File: src/rtl/sub_seq_ctrl.sv
// sub_seq_ctrl: nibble-serial WIDTH-bit subtractor sequencer.
// A single 4-bit subtract slice is reused once per clock, LSB nibble first,
// with the inter-nibble borrow held in a register.
module sub_seq_ctrl #(
    parameter int unsigned NIBBLES = 4
) (
    input  logic                 clk,
    input  logic                 rst,
    input  logic                 start,
    input  logic [4*NIBBLES-1:0] a,
    input  logic [4*NIBBLES-1:0] b,
    input  logic                 bin,
    output logic                 busy,
    output logic                 done,
    output logic [4*NIBBLES-1:0] diff,
    output logic                 bout,
    output logic                 zero
);

    localparam int unsigned WIDTH  = 4 * NIBBLES;
    localparam int unsigned KW     = (NIBBLES > 1) ? $clog2(NIBBLES) : 1;
    localparam logic [KW-1:0] K_LAST = KW'(NIBBLES - 1);

    typedef enum logic [1:0] {
        S_IDLE = 2'd0,
        S_RUN  = 2'd1,
        S_DONE = 2'd2
    } state_e;

    state_e           state_q;
    logic [KW-1:0]    k_q;
    logic [WIDTH-1:0] a_q;
    logic [WIDTH-1:0] b_q;
    logic             borrow_q;
    logic [WIDTH-1:0] diff_q;
    logic [WIDTH-1:0] diff_d;
    logic             bout_q;
    logic             zero_q;
    logic             busy_q;
    logic             done_q;

    logic [3:0]       a_nib;
    logic [3:0]       b_nib;
    logic [4:0]       slice_res;

    // Nibble select, 4-bit subtract slice (bit 4 is the borrow), and diff merge
    always_comb begin
        a_nib  = 4'd0;
        b_nib  = 4'd0;
        diff_d = diff_q;
        for (int i = 0; i < int'(NIBBLES); i++) begin
            if (k_q == KW'(i)) begin
                a_nib = a_q[4*i +: 4];
                b_nib = b_q[4*i +: 4];
            end
        end
        slice_res = {1'b0, a_nib} - {1'b0, b_nib} - {4'b0000, borrow_q};
        for (int i = 0; i < int'(NIBBLES); i++) begin
            if (k_q == KW'(i)) begin
                diff_d[4*i +: 4] = slice_res[3:0];
            end
        end
    end

    // Sequencer FSM with registered handshake and result outputs
    always_ff @(posedge clk or posedge rst) begin
        if (rst) begin
            state_q  <= S_IDLE;
            k_q      <= '0;
            a_q      <= '0;
            b_q      <= '0;
            borrow_q <= 1'b0;
            diff_q   <= '0;
            bout_q   <= 1'b0;
            zero_q   <= 1'b0;
            busy_q   <= 1'b0;
            done_q   <= 1'b0;
        end else begin
            case (state_q)
                S_IDLE: begin
                    if (start) begin
                        a_q      <= a;
                        b_q      <= b;
                        borrow_q <= bin;
                        k_q      <= '0;
                        diff_q   <= '0;
                        bout_q   <= 1'b0;
                        zero_q   <= 1'b0;
                        busy_q   <= 1'b1;
                        state_q  <= S_RUN;
                    end
                end
                S_RUN: begin
                    diff_q   <= diff_d;
                    borrow_q <= slice_res[4];
                    if (k_q == K_LAST) begin
                        bout_q  <= slice_res[4];
                        zero_q  <= (diff_d == '0);
                        done_q  <= 1'b1;
                        state_q <= S_DONE;
                    end else begin
                        k_q <= k_q + KW'(1);
                    end
                end
                S_DONE: begin
                    done_q  <= 1'b0;
                    busy_q  <= 1'b0;
                    state_q <= S_IDLE;
                end
                default: begin
                    done_q  <= 1'b0;
                    busy_q  <= 1'b0;
                    state_q <= S_IDLE;
                end
            endcase
        end
    end

    assign busy = busy_q;
    assign done = done_q;
    assign diff = diff_q;
    assign bout = bout_q;
    assign zero = zero_q;

endmodule
File: config.mk
export PLATFORM = sky130hd
export DESIGN_NAME = sub_seq_ctrl
export DESIGN_NICKNAME = d
export VERILOG_FILES = /design/src/rtl/sub_seq_ctrl.sv
export SDC_FILE = /design/constraint.sdc
export NUM_CORES = 1
export LEC_CHECK = 0
export CORE_MARGIN = 4
export CORE_UTILIZATION = 40
export DETAILED_ROUTE_END_ITERATION = 10
export GPL_TIMING_DRIVEN = 1
export SLEW_MARGIN = 15
export SYNTH_ARGS = -nofsm -noshare
export SYNTH_HDL_FRONTEND = slang
export SYNTH_SLANG_ARGS = --single-unit
File: constraint.sdc
create_clock -name clk -period 5 [get_ports clk]
set_input_delay 1 -clock clk [delete_from_list [all_inputs] [get_ports clk]]
set_output_delay 1 -clock clk [all_outputs]
set_load 0.02 [all_outputs]
==> flow_metrics.py <==
metrics = {
    "status": {
        "status": "finished, final reports clean",
    },
    "power_and_ir_drop": {
        "powerDensity_nw_per_um2": 834,
        "p_leak_nw": 1.60,
        "vdd_drop_max_v": 0.000351,
    },
    "clocking": {
        "cts_tree": "built",
        "htreeDepth": 3,
        "root_buffer": "clkbuf_8",
        "cts_resized": 0,
        "numCtsBuffers": 9,
        "cts_setup_buffers": 0,
        "clock_path_buffers": 2,
        "clk_latency_ns": 0.34,
        "path_clk_slew_ns": 0.07,
        "cts_hold_buffers": 0,
        "cts.sinks": 57,
    },
    "timing": {
        "finalMaxSlewViolations": 0,
        "max_slew_margin_pct": 33.3,
        "grt_setup_unrepaired": "false",
        "holdWs_ns": 0.479,
        "setup_tns_ns": 0,
        "period_minus_slack_ns": 3.55,
        "final_hold_viol_count": 0,
        "fin_ws_ns": 1.45,
        "setup_viol": 0,
        "clock.fmax_mhz": 281,
        "fin_crit_sh_pct": 71.1,
        "tightest_slew_ns": 0.994,
        "skew_ns": 0.00580,
    },
    "final_layout": {
        "synthToLayoutAreaGrowth_pct": 28.0,
        "post-route-util_pct": 53.6,
        "layout_commonest_cell": "dfrtp_1",
        "layout_common_cells": "dfrtp_1, clkdlybuf4s50_1, mux2_1, nand2_1, a21oi_1",
        "final_nets": 358,
        "n_antenna_cell": 0,
        "drive_gt1_share_pct": 10.4,
    },
    "global_route": {
        "antenna_found_initial": 0,
        "grt_pass1_wl_microns": 10300,
        "grtUsageTotal_pct": 15.5,
        "overflow": 0,
        "grt_pass1_vias": 2111,
        "grt_start_max_net_pins": 58,
    },
    "yosys": {
        "synthTopCellsByArea": "dfrtp_1, mux2_1, a21oi_1",
        "synth_area_sq_um": 2910,
        "synthFlopType": "dfrtp_1",
        "synthesis.nets": 305,
        "yosysTopAreaCellShare_pct": 49.1,
        "synthCells": 259,
        "synth_seq_cells": 57,
        "synth-edff-count": 0,
        "async_reset_ff_share_pct": 100,
        "yosys.area.top_type": "dfrtp_1",
        "synth_seq_area_share_pct": 49.1,
        "ys_types": 42,
        "syn_area_per_cell_sq_um": 11.2,
        "yosysWarnings": 0,
    },
    "die": {
        "die_w_microns": 93.3,
        "core_sq_um": 6940,
        "initial_core_util_pct": 41.9,
        "ioPinCount": 56,
        "dieArea_sq_um": 8700,
        "rows": 30,
        "die_h_microns": 93.3,
    },
    "setup_path": {
        "cp_slowest_cell": "ha_1",
        "crit_arrival_ns": 3.83,
        "critical_path_class": "flip-flop to flip-flop",
        "crit_family": "adder cells",
        "crit_fanout": 23,
        "path_cells": "inv_1 > ha_1 > nand3b_1 > a21oi_1 > a21oi_1 > o21ai_1 > fa_1 > fa_1 > xor2_1 > o21bai_1 > o221ai_1 > nor4_2 > a22o_1",
        "slowest_delay_ns": 0.68,
        "critPathRequiredTime_ns": 5.28,
        "start_kind": "flip-flop",
        "critPathCaptureType": "flip-flop",
        "critPathBufInv": 1,
    },
    "detailed_routing": {
        "wl_per_cell_microns": 15.4,
        "route.detailed.drc": 0,
        "vias": 2130,
        "drtIter0Drc": 43,
        "dr.pass1.iters": 4,
        "viasPerCell": 5.16,
        "postRouteAntennaNets": 0,
        "routed_wl_microns": 6360,
    },
    "placement": {
        "place.gp.congestion": 0.774,
        "post-place-ws_ns": 1.44,
        "dp_hpwl_microns": 4410,
        "portBuffers": 55,
    },
    "worst_hold_path": {
        "min_path_type": "flip-flop to flip-flop",
    },
    "job": {
        "max_cap_violations": 0,
    },
}
-- kinds of logic after synthesis --
logic type / count (synthesis) / share of synthesized area [%]
AO/OA/AOI/OAI: 63 / 14.0
flip-flops: 57 / 49.1
XOR/XNOR: 2 / 0.603
AND/OR/NAND/NOR: 64 / 12.1
adder cells (fa/ha/maj): 10 / 4.82
multiplexers: 39 / 15.0
buffers and inverters: 24 / 4.39
-- sequential cells by signal (all words and copies together) (netlist names) --
signal	flops
a_q	16
busy	1
state_q	2
bout	1
k_q	2
done	1
diff	16
borrow_q	1
zero	1
b_q	16
-- final timing paths --
check	startpoint	end	slack, ns	depth (start not counted)
min in group asynchronous	rst	diff[0]$_DFFE_PP0P_	1.19	3
max reg2reg	k_q[1]$_DFFE_PP0P_	zero$_DFFE_PP0P_	1.45	13
max in group asynchronous	rst	a_q[13]$_DFFE_PP0P_	3.31	3
min reg2reg	diff[15]$_DFFE_PP0P_	diff[15]$_DFFE_PP0P_	0.48	2
max	k_q[1]$_DFFE_PP0P_	zero$_DFFE_PP0P_	1.45	13
min	diff[15]$_DFFE_PP0P_	diff[15]$_DFFE_PP0P_	0.48	2
-- final cells by class --
type	instances	area, sq um
Sequential cell	57	1430
Timing Repair Buffer	56	558
Tap cell	96	120
Clock inverter	1	30.0
Clock buffer	15	196
Multi-Input combinational cell	178	1350
Fill cell	617	3220
Inverter	10	37.5
-- cell usage after synthesis (2+ instances only) --
library cell,n
a21o_1,3
a21oi_1,22
a22o_1,10
buf_1,2
buf_2,6
buf_4,2
buf_6,3
dfrtp_1,57
fa_1,2
ha_1,8
inv_1,7
inv_2,3
mux2_1,33
mux2_2,4
mux2i_1,2
nand2_1,29
nand3_1,2
nand3b_1,7
nand4_1,2
nor2_1,10
nor2b_1,5
nor4_1,3
o21ai_0,4
o21ai_1,13
o31ai_2,3
-- power by group --
part	switching, mW	internal [mW]	leakage, nW
clock network	0.179	0.299	0.116
registers	0.164	0.683	0.697
logic	0.994	0.784	0.783
total	1.34	1.77	1.60
-- per-layer routing --
layer	global-route usage, %	vias up	part of all wire (%)
met3	3.62	14	5.5
met2	24.5	65	47
met1	19.9	1020	45
met4	7.94	0	2.5
li1	-	1031	-
met5	0	-	0
-- stage by stage --
step | instance area, sq um | cells | power (mW)
floorplan | 2910 | 259 | 2.16
global placement | 3500 | 397 | 2.61
detailed placement | 3500 | 397 | 2.66
CTS | 3720 | 413 | 3.14
global route | 3720 | 413 | 3.37
finish | 3720 | 413 | 3.10
-- tightest hold or removal path: cells and delay by family, from the launching register on --
kind | cells | cell delay, ns
AOI/OAI and AO/OA | 1 | 0.06
DFF | 1 | 0.34
and+or+nand+nor | 1 | 0.05
Power figures use the tool's default switching activity.
